===== config.mk =====
export PLATFORM = sky130hd
export DESIGN_NAME = serial_subtractor
export DESIGN_NICKNAME = d
export VERILOG_FILES = /design/src/rtl/serial_subtractor_pkg.sv /design/src/rtl/digit_subtractor.sv /design/src/rtl/serial_subtractor.sv
export SDC_FILE = /design/constraint.sdc
export NUM_CORES = 1
export LEC_CHECK = 0
export BUFFER_PORTS_ARGS = -buffer_cell sky130_fd_sc_hd__buf_4
export CORE_ASPECT_RATIO = 2
export CORE_MARGIN = 2
export CORE_UTILIZATION = 30
export CTS_BUF_LIST = sky130_fd_sc_hd__clkbuf_16
export DETAILED_ROUTE_END_ITERATION = 12
export GPL_TIMING_DRIVEN = 0
export PLACE_DENSITY_LB_ADDON = 0.25
export SLEW_MARGIN = 20
export SYNTH_ARGS = -nofsm -noshare
export SYNTH_HDL_FRONTEND = slang
export SYNTH_SLANG_ARGS = --single-unit

===== constraint.sdc =====
create_clock -name clk -period 3 [get_ports clk]
set_input_delay 0.6 -clock clk [delete_from_list [all_inputs] [get_ports clk]]
set_output_delay 0.6 -clock clk [all_outputs]
set_load 0.02 [all_outputs]

===== src/rtl/serial_subtractor_pkg.sv =====
// Shared types and helpers for the digit-serial subtractor.
// Optional signed-overflow flag: SERIAL_SUBTRACTOR_OVF_EN.
package serial_subtractor_pkg;

    typedef enum logic [1:0] {
        IDLE,
        RUN,
        DONE
    } sub_state_t;

    // Counter width able to hold 0..n.
    function automatic int cnt_width(input int n);
        return $clog2(n + 1);
    endfunction

endpackage


===== src/rtl/digit_subtractor.sv =====
// Combinational DIGIT-wide borrow-ripple slice.
// Computes {bo, d} = x - y - bi.
module digit_subtractor
    import serial_subtractor_pkg::*;
#(
    parameter int DIGIT = 4
) (
    input  logic [DIGIT-1:0] x,
    input  logic [DIGIT-1:0] y,
    input  logic             bi,
    output logic [DIGIT-1:0] d,
    output logic             bo
);

    // Ripple the borrow from the LSB upward through the slice.
    always_comb begin
        logic [DIGIT:0] c;
        c    = '0;
        d    = '0;
        c[0] = bi;
        for (int i = 0; i < DIGIT; i++) begin
            d[i]   = x[i] ^ y[i] ^ c[i];
            c[i+1] = (~x[i] & y[i]) | (c[i] & ~(x[i] ^ y[i]));
        end
        bo = c[DIGIT];
    end

endmodule


===== src/rtl/serial_subtractor.sv =====
// Digit-serial subtractor: diff = a - b - bor_in, DIGIT bits per clock.
// Define SERIAL_SUBTRACTOR_OVF_EN to register the signed-overflow flag.
module serial_subtractor
    import serial_subtractor_pkg::*;
#(
    parameter int WIDTH = 16,
    parameter int DIGIT = 4
) (
    input  logic             clk,
    input  logic             rst_n,
    input  logic             start,
    input  logic [WIDTH-1:0] a,
    input  logic [WIDTH-1:0] b,
    input  logic             bor_in,
    output logic             busy,
    output logic             done,
    output logic [WIDTH-1:0] diff,
    output logic             bor_out,
    output logic             ovf
);

    localparam int N  = WIDTH / DIGIT;
    localparam int CW = cnt_width(N);
    localparam logic [CW-1:0] LAST = CW'(N - 1);

    sub_state_t       state;
    logic [WIDTH-1:0] ar;
    logic [WIDTH-1:0] br;
    logic             bor_r;
    logic [CW-1:0]    cnt;
    logic [DIGIT-1:0] dsl;
    logic             bsl;
    logic [WIDTH-1:0] diff_nxt;

    digit_subtractor #(
        .DIGIT (DIGIT)
    ) u_slice (
        .x  (ar[DIGIT-1:0]),
        .y  (br[DIGIT-1:0]),
        .bi (bor_r),
        .d  (dsl),
        .bo (bsl)
    );

    // New digit enters at the top so the LSB digit ends at the bottom.
    generate
        if (DIGIT == WIDTH) begin : g_one
            assign diff_nxt = dsl;
        end else begin : g_many
            assign diff_nxt = {dsl, diff[WIDTH-1:DIGIT]};
        end
    endgenerate

    // Control FSM with registered handshake and result outputs.
    always_ff @(posedge clk or negedge rst_n) begin
        if (!rst_n) begin
            state   <= IDLE;
            ar      <= '0;
            br      <= '0;
            bor_r   <= 1'b0;
            cnt     <= '0;
            diff    <= '0;
            bor_out <= 1'b0;
            busy    <= 1'b0;
            done    <= 1'b0;
        end else begin
            unique case (state)
                IDLE: begin
                    done <= 1'b0;
                    if (start) begin
                        ar    <= a;
                        br    <= b;
                        bor_r <= bor_in;
                        cnt   <= '0;
                        busy  <= 1'b1;
                        state <= RUN;
                    end
                end
                RUN: begin
                    ar    <= ar >> DIGIT;
                    br    <= br >> DIGIT;
                    bor_r <= bsl;
                    diff  <= diff_nxt;
                    cnt   <= cnt + CW'(1);
                    if (cnt == LAST) begin
                        bor_out <= bsl;
                        done    <= 1'b1;
                        state   <= DONE;
                    end
                end
                DONE: begin
                    done  <= 1'b0;
                    busy  <= 1'b0;
                    state <= IDLE;
                end
                default: state <= IDLE;
            endcase
        end
    end

`ifdef SERIAL_SUBTRACTOR_OVF_EN
    logic a_msb;
    logic b_msb;

    // Capture operand signs on start; judge overflow on the last digit.
    always_ff @(posedge clk or negedge rst_n) begin
        if (!rst_n) begin
            a_msb <= 1'b0;
            b_msb <= 1'b0;
            ovf   <= 1'b0;
        end else if (state == IDLE && start) begin
            a_msb <= a[WIDTH-1];
            b_msb <= b[WIDTH-1];
        end else if (state == RUN && cnt == LAST) begin
            ovf <= (a_msb ^ b_msb) & (diff_nxt[WIDTH-1] ^ a_msb);
        end
    end
`else
    assign ovf = 1'b0;
`endif

endmodule


==> impl_metrics.tcl, run 1 <==
set metrics [dict create \
    critPathBufInv 3 \
    cts_root_buf "clkbuf_16" \
    numCtsBuffers 9 \
    finalCritPeriodShare_pct 78.0 \
    yosys.cell_types.count 29 \
    seqPwrFrac_pct 33.7 \
    n_antenna_cell 0 \
    p_per_area_mw_per_mm2 1240 \
    cts_tree "built" \
    crit_path_max_incr_delay_ns 0.40 \
    final_nets 320 \
    crit_slowest_cell "fa_1" \
    total_power_mw 4.13 \
    vdd_ir_drop_max_v 0.000333 \
    ant_nets 0 \
    critPathArrivalTime_ns 2.55 \
    path_clk_slew_ns 0.05 \
    antenna_found_initial 0 \
    synth_edf_count 0 \
    crit_fanout 2 \
    cts_setup_buffers 0 \
    skew_ns 0.00615 \
    reg2reg_setup_slack_ns 0.66 \
    maxSlewHeadroom_pct 50.0 \
    die-area_mm2 0.00919 \
    synth_warnings 0 \
    intPower_mw 2.65 \
    drive_above_1_share_pct 35.7 \
    vias 1930 \
    final_cell_mix "59 x buf_4, 57 x dfrtp_1, 41 x o22ai_1" \
    mostFrequentLayoutCell "buf_4" \
    p_clk_share_pct 24.2 \
    routed_via_density 5.07 \
    io_buffers 54 \
    io_pins 56 \
    numClockSinks 57 \
    tightest_slew_ns 0.750 \
    crit_top_cell "fa_1" \
    cp.required_ns 3.21 \
    grt-ovfl-total 0 \
    syn_area_mm2 0.00252 \
    crit_chain "inv_1 -> fa_1 -> inv_1 -> fa_1 -> fa_1 -> inv_1 -> fa_1 -> mux2_4" \
    setup_viol 0 \
    r2r-end "diff[15]" \
    die_width_um 68.8 \
    p_leak_nw 1.56 \
    reg2reg_depth 8 \
    grt_max_degree 58 \
    fin_util_pct 40.6 \
    drtPass1Iterations 4 \
    wl_per_cell_um 17.0 \
    rsz0062_at_grt "no" \
    endpoint_kind "flop" \
    drt-total-wl_mm 6.46 \
    start_util_pct 30.6 \
    place_congestion 0.748 \
    cts-hold-fix-buffers 0 \
    rows 47 \
    h-tree-depth 3 \
    pwr-share-comb_pct 42.0 \
    holdWs_ns 0.327 \
    swShare_pct 36.0 \
    clk_latency_ns 0.33 \
    cap_violations 0 \
    status "finished clean" \
    critPathLaunchType "flop" \
    timing.fmax_mhz 427 \
    route.detailed.drc 0 \
    p_sw_mw 1.49 \
    synth_cells 213 \
    fin_area_mm2 0.00334 \
    post_dp_cell_area_mm2 0.00305 \
    hp-class "in2async" \
    ys_ff_latch 57 \
    post_cts_resized 0 \
    setup-tns-final_ns 0 \
    hpwlAfterDp_mm 4.65 \
    syn-num-nets 255 \
    synthArstFlopShare_pct 100 \
    cp_top_family "adder cells" \
    cts_buffer_depth 2 \
    syn_avg_cell_area_um2 11.8 \
    grt_pass1_vias 2121 \
    hold_viol 0 \
    core_mm2 0.00823 \
    grt_usage_pct 15.8 \
    syn_to_final_growth_pct 32.7 \
    drv_slew 0 \
    drt_iter0_drc 125 \
    ys_seq_area_share_pct 56.6 \
    period_minus_slack_ns 2.34 \
    synth_flop_cell "dfrtp_1" \
    die_h_um 134 \
    rr_startpoint "bor_r" \
    critPathKind "reg2reg" \
    grt_pass1_wl_mm 10.6 \
]
==> power by group through the flow <==
| stage | clock, mW | combinational [mW] | sequential [mW] |
|---|---|---|---|
| detailed placement | 0 | 1.76 | 1.41 |
| floorplan | 0 | 1.09 | 1.49 |
| CTS | 1.02 | 1.77 | 1.40 |
| finish | 1.00 | 1.74 | 1.39 |
| global route | 1.06 | 1.92 | 1.45 |
| global placement | 0 | 1.73 | 1.40 |
==> logic make-up after synthesis <==
family          after synthesis  synth area share, %
compound gates               88                 22.1
flops                        57                 56.6
buf+inv                      28                 5.86
simple gates                 19                 3.63
mux                          14                 7.45
fa+ha+maj                     6                 4.17
other cells                   1                0.149
==> registers in the layout, indices dropped and copies added, names as in the netlist <==
signal	count
ar	16
bor_out	1
bor_r	1
br	16
busy	1
cnt	3
diff	16
done	1
state	2
==> through the flow <==
stage	setup WS [ns]	cells
2_1_floorplan	0.797	213
6_report	0.659	381
3_5_place_dp	0.682	365
5_1_grt	0.592	381
3_3_place_gp	0.710	365
4_1_cts	0.656	381
==> worst max path at each step <==
stage	cells past startpoint	endpoint	slack, ns	startpoint
final	8	diff[15]	0.66	bor_r
after CTS	8	diff[15]	0.66	br[0]
after global routing	8	diff[15]	0.59	bor_r
after global placement	8	diff[15]	0.71	br[0]
after floorplan	8	diff[15]	0.80	br[0]
after detailed placement	8	diff[15]	0.68	br[0]
==> final cells by class <==
| type | count | area [um2] |
|---|---|---|
| clock inverter | 7 | 71.3 |
| buffer | 16 | 103 |
| timing repair buffer | 54 | 405 |
| inverter | 12 | 45.0 |
| multi-input combinational | 128 | 945 |
| sequential | 57 | 1430 |
| clock buffer | 9 | 225 |
| fill | 837 | 4890 |
| tap | 98 | 123 |
==> Yosys cell counts (2+ instances only) <==
cell       count  area (um2)
o22ai_1       41         257
fa_1           4        80.1
mux2_4         8         120
ha_1           2        25.0
nand2_1        8        30.0
inv_1         11        41.3
mux2_2         6        67.6
buf_2          6        30.0
buf_6          2        22.5
o21ai_0       12        60.1
clkbuf_1       2        7.51
nor2_1         4        15.0
nand2b_1       3        18.8
buf_4          5        37.5
a2bb2oi_1      8        70.1
a21oi_1       18        90.1
a22o_1         5        43.8
dfrtp_1       57        1430
==> metal layers <==
metal / share of wire, % / vias to the layer above / GRT usage (%) / wire length, um
met5: 0 / - / 0 / 0
met4: 2.8 / 0 / 7.63 / 182
met3: 3.5 / 15 / 3.63 / 229
met2: 56 / 47 / 27.5 / 3600
met1: 38 / 956 / 17.3 / 2450
li1: - / 912 / - / -
Power figures use the tool's default switching activity.
==> run 2: changes to the inputs <==
==> constraint.sdc (replaced) <==
create_clock -name clk -period 2.1 [get_ports clk]
set_input_delay 0.42 -clock clk [delete_from_list [all_inputs] [get_ports clk]]
set_output_delay 0.42 -clock clk [all_outputs]
set_load 0.02 [all_outputs]
==> run 2 against run 1 <==
Compared with the run above:
- the run now ends with setup timing left
- non-clock buffer count grew 5
- die area is the same
- via count grew 0.78%
- fmax grew 5.4%
- critical path type unchanged
- first-iteration DRC count shrank 36%
- largest power group unchanged
==> impl_metrics.tcl, run 2 (synthesis results as in run 1) <==
set metrics [dict create \
    drv_slew 0 \
    critPathKind "reg2reg" \
    syn_to_final_growth_pct 34.4 \
    mostFrequentLayoutCell "buf_4" \
    grt_pass1_wl_mm 10.6 \
    critPathArrivalTime_ns 2.43 \
    holdWs_ns 0.158 \
    final_cell_mix "64 x buf_4, 57 x dfrtp_1, 41 x o22ai_1" \
    die_h_um 134 \
    period_minus_slack_ns 2.22 \
    wl_per_cell_um 17.2 \
    place_congestion 0.749 \
    cts_tree "built" \
    pre_cts_ws_ns -0.133 \
    critPathLaunchType "flop" \
    cp.required_ns 2.31 \
    setup_viol 1 \
    hpwlAfterDp_mm 4.72 \
    clk_latency_ns 0.32 \
    hold_viol 0 \
    route.detailed.drc 0 \
    post_dp_cell_area_mm2 0.00305 \
    routed_via_density 5.04 \
    crit_fanout 2 \
    vdd_ir_drop_max_v 0.000505 \
    drt_iter0_drc 80 \
    maxSlewHeadroom_pct 50.5 \
    numCtsBuffers 9 \
    p_leak_nw 1.57 \
    grt-ovfl-total 0 \
    worst_slack_ns -0.122 \
    die-area_mm2 0.00919 \
    drt-total-wl_mm 6.64 \
    io_pins 56 \
    drtPass1Iterations 4 \
    reg2reg_depth 8 \
    skew_ns 0.00602 \
    tightest_slew_ns 0.742 \
    fin_util_pct 41.1 \
    cap_violations 0 \
    io_buffers 54 \
    cts_buffer_depth 2 \
    grt_usage_pct 15.9 \
    fin_area_mm2 0.00338 \
    reg.largest.list "ar: 16 flops, br: 16 flops, diff: 16 flops" \
    n_antenna_cell 0 \
    ant_nets 0 \
    h-tree-depth 3 \
    finalCritPeriodShare_pct 106 \
    start_util_pct 30.6 \
    p_per_area_mw_per_mm2 1770 \
    r2r-end "diff[15]" \
    timing.fmax_mhz 450 \
    core_mm2 0.00823 \
    rsz0062_at_grt "yes" \
    die_width_um 68.8 \
    hp-class "in2async" \
    antenna_found_initial 0 \
    path_clk_slew_ns 0.05 \
    endpoint_kind "flop" \
    grt_pass1_vias 2164 \
    final_nets 325 \
    reg2reg_setup_slack_ns -0.12 \
    rr_startpoint "bor_r" \
    status "complete, but fails checks" \
    rows 47 \
    vias 1945 \
    cts_root_buf "clkbuf_16" \
    violations "setup timing" \
    drive_above_1_share_pct 38.5 \
    grt_max_degree 58 \
    numClockSinks 57 \
    cts-hold-fix-buffers 0 \
]
-- run 2: cell count changes in the layout (fill, tap and decap cells not counted), moves of 3 or more --
| cell | previous run | this run |
|---|---|---|
| fa_1 | 4 | 1 |
| buf_4 | 59 | 64 |
| fa_2 | 0 | 3 |
| clkinv_1 | 1 | 4 |
| inv_1 | 11 | 7 |
| inv_2 | 0 | 4 |
-- run 2: cell type report --
class,instances,area [um2]
Buffer,16,103
Sequential cell,57,1430
Multi-Input combinational cell,128,958
Inverter,12,45.0
Fill cell,837,4850
Tap cell,98,123
Clock buffer,9,225
Timing Repair Buffer,59,443
Clock inverter,7,61.3
-- run 2: metrics by stage --
step           TNS, ns  power, mW  cells
5_1_grt         -0.189       6.42    386
3_5_place_dp    -0.166       4.55    365
2_1_floorplan  -0.0280       3.71    213
6_report        -0.122       6.00    386
3_3_place_gp    -0.116       4.49    365
4_1_cts         -0.108       6.03    384
-- run 2: worst max-delay path by stage --
stage	from	end	depth (start not counted)
after floorplan	br[0]	diff[15]	8
after global placement	br[0]	diff[15]	8
after detailed placement	bor_r	diff[15]	8
after CTS	bor_r	diff[15]	8
after global routing	bor_r	diff[15]	8
final	bor_r	diff[15]	8
-- run 2: per-layer routing --
| metal | share of wire, % | global-route usage [%] |
|---|---|---|
| met3 | 3.3 | 3.46 |
| met4 | 3.5 | 9.15 |
| met2 | 56 | 28.3 |
| met5 | 0 | 0 |
| met1 | 37 | 16.2 |
-- run 2: repair_timing --
| item | in CTS | in global routing |
|---|---|---|
| cloned | 0 | 0 |
| endpoints found under the hold margin | 0 | 0 |
| buffers inserted | 3 | 2 |
| gates resized for setup | 4 | 1 |
| pin swaps | 0 | 1 |
| setup endpoints to repair | 2 | 2 |
-- run 2: power breakdown --
| group | total, mW | switching (mW) | internal, mW |
|---|---|---|---|
| clock | 1.39 | 0.489 | 0.901 |
| sequential | 2.00 | 0.370 | 1.63 |
| combinational | 2.62 | 1.29 | 1.32 |
-- run 2: critical path: stages (launching register included) --
cell and delay [ns]:
dfrtp_1 0.39, inv_2 0.08, fa_2 0.20, inv_2 0.04, fa_2 0.33, fa_2 0.35
inv_2 0.06, fa_1 0.39, mux2_4 0.27
